`config.mk`:
```
export PLATFORM = sky130hd
export DESIGN_NAME = axil_reg_if
export DESIGN_NICKNAME = d
export VERILOG_FILES = /design/src/rtl/pwm_pkg.sv /design/src/rtl/axil_reg_if.sv
export SDC_FILE = /design/constraint.sdc
export NUM_CORES = 1
export LEC_CHECK = 0
export ABC_AREA = 1
export BUFFER_PORTS_ARGS = -buffer_cell sky130_fd_sc_hd__buf_4
export CAP_MARGIN = 20
export CORE_ASPECT_RATIO = 0.7
export CORE_UTILIZATION = 45
export DETAILED_ROUTE_END_ITERATION = 8
export PLACE_DENSITY = 0.8
export SLEW_MARGIN = 20
export SYNTH_ARGS = -nofsm -noshare
export SYNTH_HDL_FRONTEND = slang
export SYNTH_SLANG_ARGS = --single-unit
```
`constraint.sdc`:
```
create_clock -name clk -period 3.45 [get_ports clk]
set_clock_uncertainty 0.05 [all_clocks]
set_input_delay 0.1725 -clock clk [delete_from_list [all_inputs] [get_ports clk]]
set_output_delay 0.1725 -clock clk [all_outputs]
set_load 0.02 [all_outputs]
```
`src/rtl/pwm_pkg.sv`:
```
// pwm_pkg: definitions shared by the AXI4-Lite register interface and the
// PWM register file.
//   RESP_OKAY / RESP_SLVERR : AXI response codes
//   wr_state_t / rd_state_t : write and read channel FSM states
//   calc_depth()            : register count (one control word plus two
//                             words per PWM channel)
package pwm_pkg;

    localparam logic [1:0] RESP_OKAY   = 2'b00;
    localparam logic [1:0] RESP_SLVERR = 2'b10;

    typedef enum logic [1:0] {
        WR_IDLE,
        WR_EXEC,
        WR_RESP
    } wr_state_t;

    typedef enum logic [1:0] {
        RD_IDLE,
        RD_EXEC,
        RD_RESP
    } rd_state_t;

    function automatic int calc_depth(input int num_channels);
        return 1 + 2 * num_channels;
    endfunction

endpackage

```
`src/rtl/axil_reg_if.sv`:
```
// axil_reg_if: AXI4-Lite slave that turns bus transactions into single-cycle
// register-file accesses. The write and read channels have independent FSMs,
// and each allows one outstanding transaction.
//   clk, rst_n          : clock, asynchronous active-low reset
//   s_axil_aw*/w*/b*    : AXI4-Lite write address, write data, write response
//   s_axil_ar*/r*       : AXI4-Lite read address, read data
//   write_en/addr/data  : one-cycle register write strobe and payload
//   read_en/addr        : one-cycle register read strobe and word index
//   read_data/valid     : combinational read result from the register file
module axil_reg_if
    import pwm_pkg::*;
#(
    parameter int REG_WIDTH      = 16,
    parameter int NUM_CHANNELS   = 4,
    parameter int AXI_ADDR_WIDTH = 8,
    localparam int DEPTH         = calc_depth(NUM_CHANNELS),
    localparam int ADDR_WIDTH    = $clog2(DEPTH)
) (
    input  logic                      clk,
    input  logic                      rst_n,
    input  logic [AXI_ADDR_WIDTH-1:0] s_axil_awaddr,
    input  logic                      s_axil_awvalid,
    output logic                      s_axil_awready,
    input  logic [31:0]               s_axil_wdata,
    input  logic [3:0]                s_axil_wstrb,
    input  logic                      s_axil_wvalid,
    output logic                      s_axil_wready,
    output logic [1:0]                s_axil_bresp,
    output logic                      s_axil_bvalid,
    input  logic                      s_axil_bready,
    input  logic [AXI_ADDR_WIDTH-1:0] s_axil_araddr,
    input  logic                      s_axil_arvalid,
    output logic                      s_axil_arready,
    output logic [31:0]               s_axil_rdata,
    output logic [1:0]                s_axil_rresp,
    output logic                      s_axil_rvalid,
    input  logic                      s_axil_rready,
    output logic                      write_en,
    output logic [ADDR_WIDTH-1:0]     write_addr,
    output logic [31:0]               write_data,
    output logic                      read_en,
    output logic [ADDR_WIDTH-1:0]     read_addr,
    input  logic [31:0]               read_data,
    input  logic                      read_valid
);

    localparam logic [31:0] DEPTH_W = DEPTH;

    if (REG_WIDTH < 1 || REG_WIDTH > 32) begin : g_width_check
        $error("axil_reg_if: REG_WIDTH must be within 1..32");
    end

    // Dropping the byte-offset bits leaves the full word index. Any upper
    // address bit that is set makes that index >= DEPTH, so one compare
    // covers both out-of-range cases.
    function automatic logic addr_ok(input logic [AXI_ADDR_WIDTH-1:0] a);
        logic [31:0] idx;
        idx = 32'(a) >> 2;
        return idx < DEPTH_W;
    endfunction

    // ---------------- write channel ----------------
    wr_state_t             wr_state_reg, wr_state_next;
    logic                  aw_held_reg, aw_held_next;
    logic                  w_held_reg, w_held_next;
    logic [ADDR_WIDTH-1:0] aw_index_reg, aw_index_next;
    logic                  aw_ok_reg, aw_ok_next;
    logic [31:0]           wdata_reg, wdata_next;
    logic                  wstrb_nz_reg, wstrb_nz_next;
    logic [1:0]            bresp_reg, bresp_next;

    always_comb begin
        wr_state_next  = wr_state_reg;
        aw_held_next   = aw_held_reg;
        w_held_next    = w_held_reg;
        aw_index_next  = aw_index_reg;
        aw_ok_next     = aw_ok_reg;
        wdata_next     = wdata_reg;
        wstrb_nz_next  = wstrb_nz_reg;
        bresp_next     = bresp_reg;
        s_axil_awready = 1'b0;
        s_axil_wready  = 1'b0;
        s_axil_bvalid  = 1'b0;
        write_en       = 1'b0;
        case (wr_state_reg)
            WR_IDLE: begin
                s_axil_awready = !aw_held_reg;
                s_axil_wready  = !w_held_reg;
                if (s_axil_awvalid && !aw_held_reg) begin
                    aw_held_next  = 1'b1;
                    aw_index_next = s_axil_awaddr[ADDR_WIDTH+1:2];
                    aw_ok_next    = addr_ok(s_axil_awaddr);
                end
                if (s_axil_wvalid && !w_held_reg) begin
                    w_held_next   = 1'b1;
                    wdata_next    = s_axil_wdata;
                    wstrb_nz_next = |s_axil_wstrb;
                end
                // Leave as soon as both halves are in, including the cycle
                // in which the second (or both) handshakes happen.
                if (aw_held_next && w_held_next) begin
                    wr_state_next = WR_EXEC;
                end
            end
            WR_EXEC: begin
                // An all-zero strobe is accepted but writes nothing.
                write_en      = aw_ok_reg && wstrb_nz_reg;
                bresp_next    = aw_ok_reg ? RESP_OKAY : RESP_SLVERR;
                wr_state_next = WR_RESP;
            end
            WR_RESP: begin
                s_axil_bvalid = 1'b1;
                if (s_axil_bready) begin
                    aw_held_next  = 1'b0;
                    w_held_next   = 1'b0;
                    wr_state_next = WR_IDLE;
                end
            end
            default: wr_state_next = WR_IDLE;
        endcase
    end

    always_ff @(posedge clk or negedge rst_n) begin
        if (!rst_n) begin
            wr_state_reg <= WR_IDLE;
            aw_held_reg  <= 1'b0;
            w_held_reg   <= 1'b0;
            aw_index_reg <= '0;
            aw_ok_reg    <= 1'b0;
            wdata_reg    <= '0;
            wstrb_nz_reg <= 1'b0;
            bresp_reg    <= RESP_OKAY;
        end else begin
            wr_state_reg <= wr_state_next;
            aw_held_reg  <= aw_held_next;
            w_held_reg   <= w_held_next;
            aw_index_reg <= aw_index_next;
            aw_ok_reg    <= aw_ok_next;
            wdata_reg    <= wdata_next;
            wstrb_nz_reg <= wstrb_nz_next;
            bresp_reg    <= bresp_next;
        end
    end

    assign write_addr   = aw_index_reg;
    assign write_data   = wdata_reg;
    assign s_axil_bresp = bresp_reg;

    // ---------------- read channel ----------------
    rd_state_t             rd_state_reg, rd_state_next;
    logic [ADDR_WIDTH-1:0] ar_index_reg, ar_index_next;
    logic                  ar_ok_reg, ar_ok_next;
    logic [31:0]           rdata_reg, rdata_next;
    logic [1:0]            rresp_reg, rresp_next;

    always_comb begin
        rd_state_next  = rd_state_reg;
        ar_index_next  = ar_index_reg;
        ar_ok_next     = ar_ok_reg;
        rdata_next     = rdata_reg;
        rresp_next     = rresp_reg;
        s_axil_arready = 1'b0;
        s_axil_rvalid  = 1'b0;
        read_en        = 1'b0;
        case (rd_state_reg)
            RD_IDLE: begin
                s_axil_arready = 1'b1;
                if (s_axil_arvalid) begin
                    ar_index_next = s_axil_araddr[ADDR_WIDTH+1:2];
                    ar_ok_next    = addr_ok(s_axil_araddr);
                    rd_state_next = RD_EXEC;
                end
            end
            RD_EXEC: begin
                read_en = ar_ok_reg;
                // Captured before any write in this same cycle lands, so a
                // colliding read returns the old contents.
                if (ar_ok_reg && read_valid) begin
                    rdata_next = read_data;
                    rresp_next = RESP_OKAY;
                end else begin
                    rdata_next = '0;
                    rresp_next = RESP_SLVERR;
                end
                rd_state_next = RD_RESP;
            end
            RD_RESP: begin
                s_axil_rvalid = 1'b1;
                if (s_axil_rready) begin
                    rd_state_next = RD_IDLE;
                end
            end
            default: rd_state_next = RD_IDLE;
        endcase
    end

    always_ff @(posedge clk or negedge rst_n) begin
        if (!rst_n) begin
            rd_state_reg <= RD_IDLE;
            ar_index_reg <= '0;
            ar_ok_reg    <= 1'b0;
            rdata_reg    <= '0;
            rresp_reg    <= RESP_OKAY;
        end else begin
            rd_state_reg <= rd_state_next;
            ar_index_reg <= ar_index_next;
            ar_ok_reg    <= ar_ok_next;
            rdata_reg    <= rdata_next;
            rresp_reg    <= rresp_next;
        end
    end

    assign read_addr    = ar_index_reg;
    assign s_axil_rdata = rdata_reg;
    assign s_axil_rresp = rresp_reg;

endmodule

```
==> flow_summary_export.csv, run 1 <==
group,metric,value,unit
clock_network,tritoncts,"done",
floorplanning,die_w,104,um
synth,synth_seq_cells,83,
worst_setup_path,cp-end-kind,"flip-flop",
global_route,grt_util_all_layers,28.0,%
status,outcome,"completed",
synth,yosysUniqueCellTypes,16,
detailed_routing,num_vias,3412,
detailed_routing,top_layer_used,"met4",
global_route,grt_pass1_wl,16500,um
worst_setup_path,reg2reg_from,"wr_state_reg[0]",
floorplanning,core,6880,sq um
layout,diodes,0,
worst_setup_path,crit_type,"flip-flop to flip-flop",
sta,finalCritPeriodShare,59.2,%
global_route,antenna_found_initial,0,
detailed_routing,drt_first_iter_violations,170,
synth,synth_cells,380,
detailed_routing,vias_per_cell,4.76,
placed_design,placedCellCount,629,
placed_design,dp_hpwl,5870,um
hold_path,hp-class,"input port to flip-flop",
global_route,grt_start_max_net_pins,84,
clock_network,cts_setup_buffers,0,
synth,yosysSeqAreaShare,63.4,%
synth,ys_warn_count,0,
layout,finalNonFillerCells,717,
sta,layout_min_cycle_time,2.04,ns
clock_network,root_buffer,"clkbuf_8",
global_route,grt_pass1_vias,3491,
layout,fin_nets,710,
layout,multiInputGateArea,1050,sq um
run,maxCapViolCount,0,
power,power_density,811,nW/um^2
clock_network,path_clk_slew,0.08,ns
floorplanning,dieArea,7630,sq um
floorplanning,dieHeight,73.4,um
sta,hold_viol,0,
detailed_routing,drtAntennaViolNets,0,
global_route,grt_overflow_total,0,
worst_setup_path,cp_max_fo,34,
worst_setup_path,cp.arrival,2.23,ns
layout,regArea,2080,sq um
floorplanning,rows,25,
placed_design,gp_congestion,0.871,
clock_network,cts_sinks,83,
worst_setup_path,cp.required,3.63,ns
detailed_routing,wl_met2,5100,um
placed_design,port_buffers,168,
detailed_routing,wl,10200,um
layout,drive_above_1_share,30.5,%
sta,fin_tns_setup,0,ns
floorplanning,pin_count,175,
clock_network,cts_buffers,9,
detailed_routing,met3_length,885,um
power,vdd_drop_max,0.459,mV
detailed_routing,drc,0,
sta,setup_viol,0,
clock_network,htreeDepth,3,
detailed_routing,wl_per_cell,14.3,um
sta,timing.fmax,489,MHz
sta,rsz0062_at_grt,"no",
worst_setup_path,critPathLaunchType,"flip-flop",
worst_setup_path,worstSetupStartpoint,"wr_state_reg[0]",
sta,maxSlewHeadroom,49.0,%
synth,syn_area,3280,sq um
floorplanning,start_util,47.6,%
detailed_routing,drt_pass1_iterations,4,
hold_path,min_from,"s_axil_awaddr[5]",
sta,slew_violations,0,
layout,syn2layout_area_growth,67.5,%
power,p_leak,0.00309,uW
clock_network,clk_path_buf_depth,2,
synth,avgSynthCellArea,8.62,sq um
sta,worst-slew-pin-transition,0.763,ns
clock_network,clk_latency,0.34,ns
detailed_routing,drt-met1-wl,4070,um
layout,fillers,428,
-- layout by cell type (no fill, tap or decap), types with 2 or more instances in the layout --
master         Yosys  final
a21oi_1            2      2
nand2_1          232    232
inv_1             12     12
conb_1             1      2
dfrtp_1           83     83
o21ai_0            7      7
nand3_1            4      4
inv_2              2      2
clkbuf_8           0     10
buf_4              4    167
nor2_4             2      2
nand2_2            3      3
nor2_1            17     17
dlygate4sd3_1      0     72
-- logic make-up (layout without fill, tap and decap cells) --
family                 Yosys count  count (layout)  synth area share [%]
flip-flops                      83              83                  63.4
AO/OA/AOI/OAI                    9               9                  1.37
AND/OR/NAND/NOR                259             259                  30.6
other                            1               2                 0.114
buffers and inverters           28             270                  4.55
-- stage by stage --
| step | hold slack, ns | cell area (sq um) | worst slack, ns | power [uW] | utilization (%) |
|---|---|---|---|---|---|
| after floorplan | -0.173 | 3280 | 2.15 | 2730 | - |
| final | 0.0210 | 5490 | 1.41 | 4450 | 79.7 |
| after CTS | 0.00299 | 5480 | 1.39 | 4430 | 79.7 |
| after global routing | 0.00924 | 5490 | 1.22 | 4730 | 79.7 |
| after global placement | 0.317 | 4560 | 1.45 | 3590 | 66.3 |
| after detailed placement | 0.321 | 4560 | 1.40 | 3650 | 66.3 |
-- worst paths after layout --
kind / end / slack, ns / cells after the start
worst max-delay path: write_data[13] / 1.41 / 6
worst min-delay path: write_addr[3] / 0.02 / 3
worst max register to register: write_data[13] / 1.41 / 6
worst min register to register: write_data[5] / 0.43 / 2
max in group asynchronous: aw_held_reg / 2.45 / 2
min in group asynchronous: read_addr[0] / 0.39 / 2
-- cells in the mapped netlist --
cell / n / area [sq um]
nand2_1: 232 / 871
dfrtp_1: 83 / 2080
nor2_1: 17 / 63.8
inv_1: 12 / 45.0
o21ai_0: 7 / 35.0
buf_2: 5 / 25.0
buf_4: 4 / 30.0
nand3_1: 4 / 20.0
buf_6: 3 / 33.8
nand2_2: 3 / 18.8
a21oi_1: 2 / 10.0
clkbuf_1: 2 / 7.51
inv_2: 2 / 7.51
nor2_4: 2 / 22.5
conb_1: 1 / 3.75
nor3_1: 1 / 5.00
-- where the power goes --
group,leakage (uW),switching (uW),internal (uW),total [uW]
logic,0.00192,1240,842,2080
registers,0.00107,268,1400,1670
clock network,0.0000999,347,357,705
-- worst max-delay path, cell delays in order (launching register included) --
cell and delay [ns]:
dfrtp_1 0.43, inv_2 0.09, nand2_2 0.10, nor2_4 0.57, inv_2 0.44, nand2_1 0.18, nand2_1 0.07
-- metal layers --
layer  up-vias  GRT usage (%)
met2       157           49.5
met3        21           10.2
met5         -              0
li1       1609              -
met4         0           11.4
met1      1625           31.3
-- area by class of cell --
type                            instances  share of cell area, %
Clock buffer                           11                   2.58
Clock inverter                          5                   1.09
Inverter                               14                  0.958
Multi-Input combinational cell        270                   19.2
Sequential cell                        83                   37.8
Tap cell                               94                   2.14
Timing Repair Buffer                  240                   36.2
-- timing repair --
| action | in CTS | in global routing |
|---|---|---|
| endpoints found under the hold margin | 135 | 0 |
| hold buffers | 72 | 0 |
| gates resized for setup | 0 | 0 |
No activity file was read; power rests on OpenSTA's default activity.
==> inputs of run 2 (changes only) <==
==> constraint.sdc (replaced) <==
create_clock -name clk -period 2 [get_ports clk]
set_clock_uncertainty 0.05 [all_clocks]
set_input_delay 0.1 -clock clk [delete_from_list [all_inputs] [get_ports clk]]
set_output_delay 0.1 -clock clk [all_outputs]
set_load 0.02 [all_outputs]
==> flow_summary_export.csv, run 2 (synthesized netlist as in run 1, its figures left out) <==
group,metric,value,unit
global_route,grt_pass1_wl,16900,um
layout,layout.cells.most_common,"nand2_1",
floorplanning,die_w,104,um
power,p_leak,0.00317,uW
layout,diodes,0,
global_route,grt_pass1_vias,3573,
floorplanning,core,6880,sq um
placed_design,dp_hpwl,6040,um
sta,hold_viol,0,
worst_setup_path,critPathLaunchType,"flip-flop",
detailed_routing,drt_first_iter_violations,145,
worst_setup_path,cp.required,2.23,ns
detailed_routing,drtAntennaViolNets,0,
power,total_power,7930,uW
sta,setup_viol,0,
clock_network,cts_sinks,83,
layout,syn2layout_area_growth,72.9,%
placed_design,placedCellCount,634,
sta,worst-slew-pin-transition,0.702,ns
detailed_routing,wl_per_cell,14.2,um
sta,hold-worst-slack,0.0374,ns
layout,drive_above_1_share,30.5,%
worst_setup_path,cp_max_fo,4,
worst_setup_path,reg2reg_from,"rd_state_reg[0]",
clock_network,cts.repair.resized,0,
clock_network,tritoncts,"done",
detailed_routing,drt_pass1_iterations,4,
sta,timing.fmax,604,MHz
hold_path,min_from,"s_axil_wstrb[0]",
detailed_routing,drc,0,
clock_network,root_buffer,"clkbuf_8",
sta,slew_violations,0,
global_route,grt_util_all_layers,28.6,%
clock_network,htreeDepth,3,
floorplanning,rows,25,
clock_network,clk_latency,0.34,ns
layout,finalNonFillerCells,731,
sta,finalCritPeriodShare,82.8,%
worst_setup_path,r2r-end,"read_addr[3]",
global_route,grt_start_max_net_pins,55,
detailed_routing,vias_per_cell,4.74,
global_route,antenna_found_initial,0,
power,vdd_drop_max,0.973,mV
placed_design,gp_congestion,0.835,
layout,fin_nets,725,
floorplanning,pin_count,175,
hold_path,hp-class,"input port to flip-flop",
hold_path,hold_path_end,"wstrb_nz_reg",
clock_network,path_clk_slew,0.08,ns
status,outcome,"completed",
power,power_density,1400,nW/um^2
clock_network,cts_setup_buffers,0,
detailed_routing,num_vias,3462,
placed_design,port_buffers,168,
hold_path,whs_path_depth,5,
worst_setup_path,r2r_setup_slack,0.34,ns
run,maxCapViolCount,0,
sta,layout_min_cycle_time,1.66,ns
floorplanning,start_util,47.6,%
layout,post-route-util,82.3,%
worst_setup_path,cp-end-kind,"flip-flop",
clock_network,clk_path_buf_depth,2,
worst_setup_path,crit_type,"flip-flop to flip-flop",
worst_setup_path,cp.arrival,1.89,ns
layout,final_cell_mix,"232 x nand2_1, 172 x buf_4, 83 x dfrtp_1",
sta,maxSlewHeadroom,53.2,%
global_route,grt_overflow_total,0,
floorplanning,dieArea,7630,sq um
worst_setup_path,reg2reg_depth,4,
floorplanning,dieHeight,73.4,um
sta,rsz0062_at_grt,"no",
detailed_routing,wl,10400,um
sta,fin_tns_setup,0,ns
clock_network,cts_buffers,9,
## run 2: changes by cell type in the layout (fill, tap and decap cells not counted), sizes merged
cell	before	now
dlygate4sd3	72	82
buf	168	173
bufinv	1	3
clkbuf	11	10
clkinv	2	1
inv	15	14
## run 2: repair_timing
action                     4_1_cts  5_1_grt
setup endpoints to repair        0        0
hold buffers                    82        0
hold endpoints to repair       132        0
## run 2: metrics by stage
stage	instance area, sq um	setup slack (ns)
6_report	5660	0.344
4_1_cts	5660	0.384
3_5_place_dp	4610	0.614
3_3_place_gp	4610	0.683
2_1_floorplan	3280	0.695
5_1_grt	5660	0.220
## run 2: final cells by class
class | instances | area (sq um)
sequential | 83 | 2080
multi-input combinational | 270 | 1050
clock inverter | 5 | 103
tap | 94 | 118
timing repair buffer | 255 | 2130
clock buffer | 10 | 128
inverter | 14 | 52.6
fill | 412 | 1220
## run 2: critical path: stages, from the launching register on
cell	delay [ns]
dfrtp_1	0.42
nor2_1	0.31
nand3_1	0.16
dlygate4sd3_1	0.60
nand2_1	0.07
## run 2: worst max path at each step
stage	start	to	slack [ns]	depth (start not counted)
2_1_floorplan	rd_state_reg[0]	read_addr[0]	0.70	5
3_3_place_gp	rd_state_reg[1]	s_axil_rdata[27]	0.68	6
3_5_place_dp	wr_state_reg[0]	write_data[17]	0.61	6
4_1_cts	rd_state_reg[0]	read_en	0.38	4
5_1_grt	rd_state_reg[0]	read_addr[3]	0.22	4
6_report	rd_state_reg[0]	read_addr[3]	0.34	4
## run 2: report_power, final
part / switching (uW) / total (uW) / internal (uW)
Clock: 575 / 1400 / 821
Sequential: 462 / 2880 / 2420
Combinational: 2140 / 3650 / 1510
Total: 3180 / 7930 / 4750
## run 2: layer usage
| metal | global-route usage (%) | vias to the layer above | part of all wire, % |
|---|---|---|---|
| met5 | 0 | - | 0 |
| met2 | 48.7 | 161 | 49 |
| met1 | 32.6 | 1619 | 39 |
| li1 | - | 1647 | - |
| met4 | 12.7 | 0 | 3.2 |
| met3 | 11.2 | 35 | 8.7 |
